[config.mk]
export PLATFORM = sky130hd
export DESIGN_NAME = vector_lsu
export DESIGN_NICKNAME = d
export VERILOG_FILES = /design/src/rtl/vector_lsu_pkg.sv /design/src/rtl/vector_lsu_addr_gen.sv /design/src/rtl/vector_lsu.sv
export SDC_FILE = /design/constraint.sdc
export NUM_CORES = 1
export LEC_CHECK = 0
export BUFFER_PORTS_ARGS = -buffer_cell sky130_fd_sc_hd__buf_2
export CAP_MARGIN = 20
export CELL_PAD_IN_SITES_DETAIL_PLACEMENT = 1
export CELL_PAD_IN_SITES_GLOBAL_PLACEMENT = 2
export CORE_ASPECT_RATIO = 0.8
export CORE_MARGIN = 8
export CORE_UTILIZATION = 31
export DETAILED_ROUTE_END_ITERATION = 7
export PLACE_DENSITY_LB_ADDON = 0.05
export SKIP_LAST_GASP = 1
export SLEW_MARGIN = 30
export SYNTH_ARGS = -nofsm -noshare
export SYNTH_HDL_FRONTEND = slang
export SYNTH_HIERARCHICAL = 1
export SYNTH_SLANG_ARGS = --single-unit
[constraint.sdc]
create_clock -name clk -period 2.99 [get_ports clk]
set_clock_uncertainty 0.15 [all_clocks]
set_input_delay 0.4485 -clock clk [delete_from_list [all_inputs] [get_ports clk]]
set_output_delay 0.4485 -clock clk [all_outputs]
set_load 0.05 [all_outputs]
[src/rtl/vector_lsu_pkg.sv]
// Shared types and sizing for the vector load/store sequencer.
// Pure declarations; no logic, latency or flow control.
package vector_lsu_pkg;

    localparam int LANES_DEF = 8;
    localparam int VEC_W     = 256;
    localparam int LANE_W    = VEC_W / LANES_DEF;
    localparam int IDX_W     = $clog2(LANES_DEF);

    typedef enum logic [2:0] {
        IDLE,
        LOAD,
        LOAD_LAST,
        STORE,
        DONE
    } lsu_state_e;

endpackage

[src/rtl/vector_lsu_addr_gen.sv]
// Strided element address accumulator with lane counter and last-lane flag.
// Outputs are registered and update one cycle after load/step; there is no backpressure.
module vector_lsu_addr_gen
    import vector_lsu_pkg::*;
#(
    parameter int N     = 24,
    parameter int LANES = LANES_DEF,
    parameter int CNT_W = $clog2(LANES)
) (
    input  logic             clk,
    input  logic             rst,
    input  logic             load,
    input  logic             step,
    input  logic [N-1:0]     base,
    input  logic [N-1:0]     stride,
    output logic [N-1:0]     addr,
    output logic [CNT_W-1:0] idx,
    output logic             last
);

    logic [N-1:0]     addr_q,   addr_d;
    logic [N-1:0]     stride_q, stride_d;
    logic [CNT_W-1:0] idx_q,    idx_d;

    // Stride is captured with the base so later changes on the input are harmless.
    always_comb begin
        addr_d   = addr_q;
        stride_d = stride_q;
        idx_d    = idx_q;
        if (load) begin
            addr_d   = base;
            stride_d = stride;
            idx_d    = '0;
        end else if (step) begin
            addr_d = addr_q + stride_q;
            idx_d  = idx_q + 1'b1;
        end
    end

    always_ff @(posedge clk or negedge rst) begin
        if (!rst) begin
            addr_q   <= '0;
            stride_q <= '0;
            idx_q    <= '0;
        end else begin
            addr_q   <= addr_d;
            stride_q <= stride_d;
            idx_q    <= idx_d;
        end
    end

    assign addr = addr_q;
    assign idx  = idx_q;
    assign last = (idx_q == CNT_W'(LANES - 1));

endmodule

[src/rtl/vector_lsu.sv]
// Sequences one vector load/store as LANES strided scalar RAM accesses, packing/unpacking 32-bit slots.
// Load: LANES+2 cycles start-to-done, store: LANES+1; pipeline stalled while active, start ignored unless IDLE.
module vector_lsu
    import vector_lsu_pkg::*;
#(
    parameter int N     = 24,
    parameter int LANES = LANES_DEF
) (
    input  logic             clk,
    input  logic             rst,
    input  logic             start,
    input  logic             is_store,
    input  logic [N-1:0]     base_address,
    input  logic [N-1:0]     stride,
    input  logic [VEC_W-1:0] store_vector,
    input  logic [N-1:0]     mem_read_data,
    output logic [N-1:0]     mem_address,
    output logic [N-1:0]     mem_write_data,
    output logic             mem_wren,
    output logic [VEC_W-1:0] load_vector,
    output logic             busy,
    output logic             stall,
    output logic             done
);

    localparam int SLOT_W = VEC_W / LANES;
    localparam int CNT_W  = $clog2(LANES);

    lsu_state_e                state_q, state_d;
    logic [LANES-1:0][N-1:0]   store_lanes_q, store_lanes_d;
    logic [VEC_W-1:0]          load_vec_q, load_vec_d;

    logic             ag_load, ag_step, ag_last;
    logic [N-1:0]     ag_addr;
    logic [CNT_W-1:0] ag_idx;
    logic             cap_en;
    logic [CNT_W-1:0] cap_lane;
    logic             unused_store_hi;

    vector_lsu_addr_gen #(
        .N     (N),
        .LANES (LANES),
        .CNT_W (CNT_W)
    ) u_addr_gen (
        .clk    (clk),
        .rst    (rst),
        .load   (ag_load),
        .step   (ag_step),
        .base   (base_address),
        .stride (stride),
        .addr   (ag_addr),
        .idx    (ag_idx),
        .last   (ag_last)
    );

    // Read data trails the issued address by one cycle, so lane idx-1 is captured.
    always_comb begin
        state_d       = state_q;
        store_lanes_d = store_lanes_q;
        load_vec_d    = load_vec_q;
        ag_load       = 1'b0;
        ag_step       = 1'b0;
        cap_en        = 1'b0;
        cap_lane      = ag_idx - 1'b1;
        unique case (state_q)
            IDLE: begin
                if (start) begin
                    ag_load = 1'b1;
                    for (int i = 0; i < LANES; i++) begin
                        store_lanes_d[i] = store_vector[i*SLOT_W +: N];
                    end
                    state_d = is_store ? STORE : LOAD;
                end
            end
            LOAD: begin
                ag_step = 1'b1;
                cap_en  = (ag_idx != '0);
                if (ag_last) state_d = LOAD_LAST;
            end
            LOAD_LAST: begin
                cap_en   = 1'b1;
                cap_lane = CNT_W'(LANES - 1);
                state_d  = DONE;
            end
            STORE: begin
                ag_step = 1'b1;
                if (ag_last) state_d = DONE;
            end
            DONE:    state_d = IDLE;
            default: state_d = IDLE;
        endcase
        if (cap_en) begin
            for (int i = 0; i < LANES; i++) begin
                if (cap_lane == CNT_W'(i)) begin
                    load_vec_d[i*SLOT_W +: SLOT_W] = SLOT_W'(mem_read_data);
                end
            end
        end
    end

    always_ff @(posedge clk or negedge rst) begin
        if (!rst) begin
            state_q       <= IDLE;
            store_lanes_q <= '0;
            load_vec_q    <= '0;
        end else begin
            state_q       <= state_d;
            store_lanes_q <= store_lanes_d;
            load_vec_q    <= load_vec_d;
        end
    end

    // Upper slot bits of the store operand are intentionally dropped.
    assign unused_store_hi = ^store_vector;

    assign mem_address    = (state_q == LOAD || state_q == STORE) ? ag_addr : '0;
    assign mem_write_data = (state_q == STORE) ? store_lanes_q[ag_idx] : '0;
    assign mem_wren       = (state_q == STORE);
    assign load_vector    = load_vec_q;
    assign busy           = (state_q != IDLE);
    assign done           = (state_q == DONE);
    assign stall          = ((state_q == IDLE) && start) ||
                            (state_q == LOAD) || (state_q == LOAD_LAST) || (state_q == STORE);

endmodule
Word-level counts from Yosys, hierarchy flattened
Index checks and enable logic that the tools add are counted.
{ "op_classes": {"addsub": 3, "magnitude_cmp": 1, "n_eq_ne": 15, "mux": 18, "reduce_logical": 21} }
{ "op_table": {"columns": ["operator", "count"], "rows": [
  ["$mux W24", 5],
  ["$bmux W24 S3", 1],
  ["$add A24 B24 Y24", 1],
  ["$eq A3 B3 Y1 const B", 6],
  ["$mux W3", 6],
  ["$reduce_and A2 Y1", 9],
  ["$eq A3 B2 Y1 const B", 4],
  ["$pmux W3 S4", 1],
  ["$eq A3 B1 Y1 const B", 2],
  ["$logic_not A3 Y1", 2],
  ["$reduce_bool A3 Y1", 2],
  ["$logic_or A1 B1 Y1", 4],
  ["$lt A3 B4 Y1 const B", 1],
  ["$ne A2 B2 Y1 const B", 2],
  ["$add A3 B1 Y3 const B", 1],
  ["$mux W1", 3],
  ["$reduce_and A3 Y1", 1],
  ["$sub A3 B1 Y3 const B", 1],
  ["$mux W2", 1],
  ["$ne A2 B1 Y1 const B", 1],
  ["$pmux W1 S2", 1],
  ["$reduce_bool A2 Y1", 1],
  ["$reduce_or A2 Y1", 1],
  ["$logic_and A1 B1 Y1", 1]
]} }
{ "word_totals": {"register_bits": 438, "in_bits": 332, "out_inout_bits": 308} }

Depth between registers and ports, before layout
Gate-level depths: netlist of the first run.
{ "logic_depth": {"depth_word": 5, "ltp_mapped": 10, "depth_no_buf": 10} }

By module
The synthesis of the first run kept the hierarchy.
{ "by_module_without_submodules": {"columns": ["module", "n_inst", "cells_per_inst", "area_each_um2", "seq_area_each_um2"], "rows": [
  ["vector_lsu", 1, 1059, 16729.8, 9684.3],
  ["vector_lsu_addr_gen", 1, 348, 3338.2, 1276.2]
]} }

Worst setup path before layout of the first run
Ideal clock, no wire load.
{ "synth_path": {"path_type": "register -> register", "start": "reg u_addr_gen.idx_q[1], in the netlist u_addr_gen/idx[1]", "end": "reg load_vec_q[195], in the netlist load_vector[195]", "t_arrival_ns": 2.821, "path_slack_ns": -0.106, "path_stages_with_launch": 11, "synth_period_minus_slack_ns": 3.096, "path_cell_list": "dfrtp_1 > buf_1 > clkbuf_1 > inv_1 > ha_1 > nor3b_2 > o211ai_4 > or4_1 > buf_2 > buf_6 > mux2_4"} }
{ "synth_between": {"elab_chain_len": 4, "elab_cells_between_ends": 6, "classes_between": "add/sub: 1; eq/ne: 1; mux: 2; reduce/logical: 2"} }
{ "synth_lines": {"columns": ["item", "line_no", "rtl"], "rows": [
  ["start, declared", "vector_lsu_addr_gen.sv:23", "logic [CNT_W-1:0] idx_q, idx_d;"],
  ["start signal, assigned", "vector_lsu_addr_gen.sv:48", "idx_q <= idx_d;"],
  ["$sub A3 B1 Y3", "vector_lsu.sv:64", "cap_lane = ag_idx - 1'b1;"],
  ["$mux W3", "vector_lsu.sv:65", "unique case (state_q)"],
  ["$eq A3 B3 Y1", "vector_lsu.sv:94", "if (cap_lane == CNT_W'(i)) begin"],
  ["$reduce_and A2 Y1 (no line) *", null, null],
  ["end signal, assigned", "vector_lsu.sv:109", "load_vec_q <= load_vec_d;"],
  ["end, declared", "vector_lsu.sv:31", "logic [VEC_W-1:0] load_vec_q, load_vec_d;"]
]} }
Every way passes the cells marked *; elsewhere a longest branch is shown, timed or not.
A chain may end at the register's enable or synchronous reset.

Worst setup path after layout of the first run
{ "layout_path": {"start": "reg u_addr_gen.idx_q[0], in the netlist u_addr_gen/idx[0]", "end": "out mem_write_data[12]"} }
{ "layout_between": {"elab_chain_len": 3} }
{ "layout_lines": {"columns": ["item", "line_no", "rtl"], "rows": [
  ["$bmux W24 S3", "vector_lsu.sv:117", "assign mem_write_data = (state_q == STORE) ? store_lanes_q[ag_idx] : '0;"],
  ["$mux W24 (not written as such)", "vector_lsu.sv:117", null],
  ["$mux W24", "vector_lsu.sv:117", null],
  ["end, declared", "vector_lsu.sv:18", "output logic [N-1:0] mem_write_data,"]
]} }
Every way passes these cells. The select of a mux whose other input is x is not followed.

==> metrics, run 1 <==
status=completed; Hold Path Cell Cnt=2; WL/cell=approximately 23 um; PD cells=between 1000 and 1500 nW/um^2; Slew Viols, Final=0; final worst slack=between 0.05 and 0.06 ns; antenna violations before repair=19; setup violators final=0; Detailed Route Iter0 Violations=399; num rows=83; Initial Utilization=between 30% and 40%; # clock sinks=~440; CP Class=flop to primary output; drt via density=4.660; Post-Route Utilization=about 44%; largest net degree at the start of global routing=69; Mapped Area=around 20000 sq um; cell taking the most area after synthesis=dfrtp_1; worst r2r path cells=8; Residual DRC=0; clk root buf=clkbuf_16; GRT overflow=0; commonest non-fill, non-tap cell in the layout=buf_2; main area contributors after synthesis=dfrtp_1, mux2_2, mux4_2, buf_4, mux2i_1; worst slack, placed=approximately 0.11 ns; min-delay src=mem_read_data[5]; clk slew on worst S/H paths=about 0.06 ns; Reg2Reg Capture Point=load_vector[210]; placed insts=roughly 2.7k; Syn Area/Cell=about 14 sq um; total wire length=approximately 70000 um; Seq/Total Area, Yosys=around 55%; share of the synthesized area in the top cell type=between 50% and 60%; Yosys reg bits=438; period utilization=98.19%; Area Growth Syn to Fin=41.77%; yosys warns=6; Syn Inst Count=1407; most frequent cells in the layout=buf_2, dfrtp_1, mux2_2; Reg2Reg Setup Slack=~0.080 ns; fraction of registers with async set/reset=100.0%; Fin. Hold Viols=0; Non-Filler Instances=~3.1k; synth unique cells=59; Setup crit start=u_addr_gen/idx[0]; FILL cells=slightly below 7k; total CTS buffers=48; critical path arrival=2.34 ns; Detail Route Antenna Nets=0; number of global-route vias before repair=approximately 17k; Detailed Place HPWL=between 40000 and 50000 um; core footprint=~64000 sq um; hold endpoint=load_vector[197]; Vias=about 14k; CP Capture Type=primary output; Final #Nets=around 2.6k; # IOs=640; Synth Flop Type=dfrtp_1; CTS HTree Levels=2; full die area=about 73000 sq um; Startpoint Class=flop; chip width=about 300 um; layout cells sized above 1=slightly above 50%; setup_tns=0 ns; RSZ-0062 raised after global routing=true; CTS tree=done; height of the chip=243.6 um; reg2reg start=u_addr_gen/idx[0]; # port buffers=between 500 and 600; Post-synth EDFFs=0; Hold/Removal Path Class=input port to flop; gpl congestion=roughly 0.76; Max-slew headroom=between 30% and 40%; Peak VDD IR=0.4385 mV; clock latency on the worst-skew pair=approximately 0.60 ns; first-pass GRT wire length=around 110000 um; Slew @ Worst Pin=about 0.95 ns; fin crit period=roughly 2.9 ns; DR pass1 iterations=4; Leakage=about 13 nW; Critical Path RT=roughly 2.4 ns; MaxCap Viol Count=0; clock buffer depth=3; Hold Slack=~0.049 ns; max frequency=about 0.34 GHz; GRT Total Usage=roughly a fifth; maximum fanout along the worst path=7
==> kinds of logic (layout without fill, tap and decap cells) <==
kind of cell	after synthesis	count (layout)	share of synthesized area, %
buf+inv	154	922	4.502
compound gates	111	111	3.691
mux	493	493	30.50
xor+xnor	14	14	0.6110
fa+ha+maj	28	28	1.783
other cells	1	79	0.01869
flops	438	438	54.62
simple gates	168	168	4.277
==> how the worst max path moves through the flow <==
stage	end	slack, ns
4_1_cts	mem_write_data[8]	-0.03
5_1_grt	mem_write_data[19]	-0.05
3_3_place_gp	u_addr_gen/addr[17]	0.17
2_1_floorplan	load_vector[195]	0.01
3_5_place_dp	u_addr_gen/addr[17]	0.11
6_report	mem_write_data[12]	0.05
==> worst max-delay path, stage by stage (launching register included) <==
cell and delay [ns]:
dfrtp_4 0.50, buf_12 0.14, buf_16 0.15, mux4_2 0.54, mux2i_2 0.18, nor2_2 0.08, buf_12 0.16
==> where the power goes <==
| group | leakage (nW) | internal, mW | total [mW] | switching [mW] |
|---|---|---|---|---|
| combinational | 6.93 | 7.98 | 20.1 | 12.1 |
| sequential | 5.23 | 8.97 | 10.6 | 1.65 |
| clock | 0.808 | 3.63 | 6.20 | 2.57 |
| total | 13.0 | 20.6 | 36.9 | 16.3 |
==> layer usage <==
layer  vias to the layer above  GRT usage, %  wire length, um
li1                       6581             -                -
met1                      7432         23.44            28910
met2                       338         32.47            35360
met3                       100         4.236             3914
met4                        10         4.908             1594
met5                         -             0               56
==> timing repair <==
item                                    in CTS  in global routing
endpoints found under the hold margin      291                  0
setup buffers                                9                  2
cloned                                       5                  2
pin swaps                                    0                  3
endpoints found under the setup margin      24                 45
hold buffers                               242                  0
gates resized for setup                     33                 30
==> synth_stat cells (all sizes together) (2+ instances only) <==
cell type	number
a211oi	7
a21boi	2
a21o	9
a21oi	21
a221o	3
a22oi	8
a31oi	7
and2	27
and3	3
buf	118
clkbuf	22
dfrtp	438
ha	27
inv	14
mux2	408
mux2i	37
mux4	48
nand2	33
nand2b	5
nand3	7
nand3b	5
nand4	4
nor2	51
nor2b	7
nor3	9
nor3b	4
o2111ai	2
o211ai	5
o21a	4
o21ai	32
o21bai	2
o31ai	3
or3	7
or4	3
xnor2	11
xor2	3
==> through the flow <==
stage          area [sq um]  total power [mW]
6_report              28450             36.92
5_1_grt               28450             39.22
4_1_cts               28250             37.24
3_5_place_dp          23870             30.02
3_3_place_gp          23850             29.70
2_1_floorplan         20310             24.63
==> layout make-up <==
type	count	area, sq um	share of cell area (%)
timing repair buffer	822	6160	21.65
tap	850	1064	3.738
inverter	14	56.30	0.1979
clock buffer	69	1411	4.961
multi-input combinational	878	8527	29.97
antenna	15	37.54	0.1319
sequential	438	10970	38.55
clock inverter	17	227.7	0.8004
==> sequential cells by signal, summed over array words and instances, names as in the netlist <==
name	count
u_addr_gen/idx	3
store_lanes_q	192
load_vector	192
u_addr_gen/addr	24
u_addr_gen/stride_q	24
state_q	3
(Power assumes the default switching activity.)
==> run 2: changes to the inputs <==
--- a/config.mk
+++ b/config.mk
@@ -13,6 +13,7 @@
 export CORE_MARGIN = 8
 export CORE_UTILIZATION = 31
 export DETAILED_ROUTE_END_ITERATION = 7
+export HOLD_SLACK_MARGIN = 0.06
 export PLACE_DENSITY_LB_ADDON = 0.05
 export SKIP_LAST_GASP = 1
 export SLEW_MARGIN = 30
==> metrics, run 2 (synthesis gave the netlist of run 1 again) <==
status=completed (unchanged); CP max-delay cell=mux4_2 (unchanged); Peak VDD IR=0.4385 mV (about the same); Slew @ Worst Pin=0.9436 ns (was 0.9459 ns); placed insts=2742 (unchanged); DR pass1 iterations=4 (unchanged); full die area=73180 sq um (unchanged); fin crit period=2.937 ns (was 2.936 ns); Crit path buffers/inverters=3 (unchanged); WL/cell=22.43 um (was 22.51 um); Power Total=36.95 mW (was 36.92 mW); Vias=14.54k (was 14.46k); clk root buf=clkbuf_16 (unchanged); clock buffer depth=3 (unchanged); total CTS buffers=48 (unchanged); setup_tns=0 ns (unchanged); first-pass GRT wire length=106700 um (was 106300 um); Max-slew headroom=36.86% (was 36.71%); commonest non-fill, non-tap cell in the layout=buf_2 (unchanged); Leakage=13.05 nW (was 12.97 nW); Area Growth Syn to Fin=42.76% (was 41.77%); CP Class=flop to primary output (unchanged); maximum fanout along the worst path=7 (unchanged); total wire length=70040 um (was 69840 um); clk slew on worst S/H paths=0.06 ns (about the same); CP top delay family=multiplexers (unchanged); Final Cell Area=28650 sq um (was 28450 sq um); Detailed Route Iter0 Violations=407 (was 399); Initial Utilization=31.32% (unchanged); critical path arrival=2.34 ns (about the same); Final #Nets=2582 (was 2562); # port buffers=511 (unchanged); max frequency=0.3405 GHz (was 0.3406 GHz); Startpoint Class=flop (unchanged); Critical Path RT=2.39 ns (about the same); setup violators final=0 (unchanged); GRT overflow=0 (unchanged); most frequent cells in the layout=buf_2, dfrtp_1, mux2_2 (unchanged); Non-Filler Instances=3123 (was 3103); MaxCap Viol Count=0 (unchanged); gpl congestion=0.7618 (unchanged); crit-path cells=buf_12 > buf_16 > mux4_2 > mux2i_2 > nor2_2 > buf_12 (unchanged); chip width=300.5 um (unchanged); PD cells=1290 nW/um^2 (was 1298 nW/um^2); antenna violations before repair=19 (unchanged); number of global-route vias before repair=16.64k (was 16.55k); Residual DRC=0 (unchanged); Slew Viols, Final=0 (unchanged); Fin. Hold Viols=0 (unchanged); period utilization=98.22% (was 98.19%); Hold/Removal Path Class=input port to flop (unchanged); num rows=83 (unchanged); CP most frequent cell=buf_12 (unchanged); clock latency on the worst-skew pair=0.60 ns (about the same); core footprint=64080 sq um (unchanged); # IOs=640 (unchanged); area post-placement=23870 sq um (unchanged); # clock sinks=438 (unchanged); GRT Total Usage=18.80% (was 18.75%); drt via density=4.655 (was 4.660); Reg2Reg Setup Slack=0.08 ns (about the same); Detailed Place HPWL=48920 um (unchanged); max incr delay on CP=0.54 ns (about the same); Detail Route Antenna Nets=0 (unchanged); largest net degree at the start of global routing=69 (unchanged); CTS HTree Levels=2 (unchanged); Post-Route Utilization=44.71% (was 44.40%); height of the chip=243.6 um (unchanged); RSZ-0062 raised after global routing=true (unchanged); Hold Slack=0.1064 ns (was 0.04940 ns); CTS tree=done (unchanged); CP Capture Type=primary output (unchanged); final worst slack=0.05322 ns (was 0.05425 ns); layout cells sized above 1=50.27% (was 50.71%); worst slack, placed=0.1097 ns (unchanged)
-- run 2: changes by cell type in the layout (fill, tap and decap cells not counted), sizes merged --
cell	change
dlygate4sd3	+20
-- run 2: path summary, 6_finish.rpt --
path / startpoint / depth (start not counted) / to
worst max-delay path: u_addr_gen/idx[0] / 6 / mem_write_data[12]
worst min-delay path: mem_read_data[10] / 2 / load_vector[10]
worst max register to register: u_addr_gen/idx[0] / 8 / load_vector[210]
worst min register to register: store_lanes_q[65] / 1 / store_lanes_q[65]
max in group asynchronous: rst / 4 / store_lanes_q[129]
min in group asynchronous: rst / 2 / store_lanes_q[3]
-- run 2: repair_timing --
item / CTS / global route
pin swaps: 0 / 3
resized for setup: 33 / 30
setup endpoints to repair: 24 / 45
endpoints found under the hold margin: 442 / 0
cloned: 5 / 2
setup buffers: 9 / 2
hold buffers: 262 / 0
-- run 2: area by class of cell --
type / count / area [sq um]
Antenna cell: 15 / 37.54
Clock buffer: 69 / 1411
Clock inverter: 17 / 227.7
Fill cell: 6735 / 35430
Inverter: 14 / 56.30
Multi-Input combinational cell: 878 / 8527
Sequential cell: 438 / 10970
Tap cell: 850 / 1064
Timing Repair Buffer: 842 / 6360
-- run 2: metal layers --
layer	vias to the layer above	track usage, %	share of wire, %
li1	6622	-	-
met1	7467	23.55	42
met5	-	0	0.080
met3	102	4.201	5.5
met2	337	32.54	51
met4	10	4.908	2.3
-- run 2: power by group --
| group | switching (mW) | total, mW | internal (mW) | leakage [nW] |
|---|---|---|---|---|
| registers | 1.65 | 10.6 | 8.97 | 5.23 |
| logic | 12.1 | 20.1 | 7.99 | 7.01 |
| clock network | 2.57 | 6.20 | 3.63 | 0.808 |
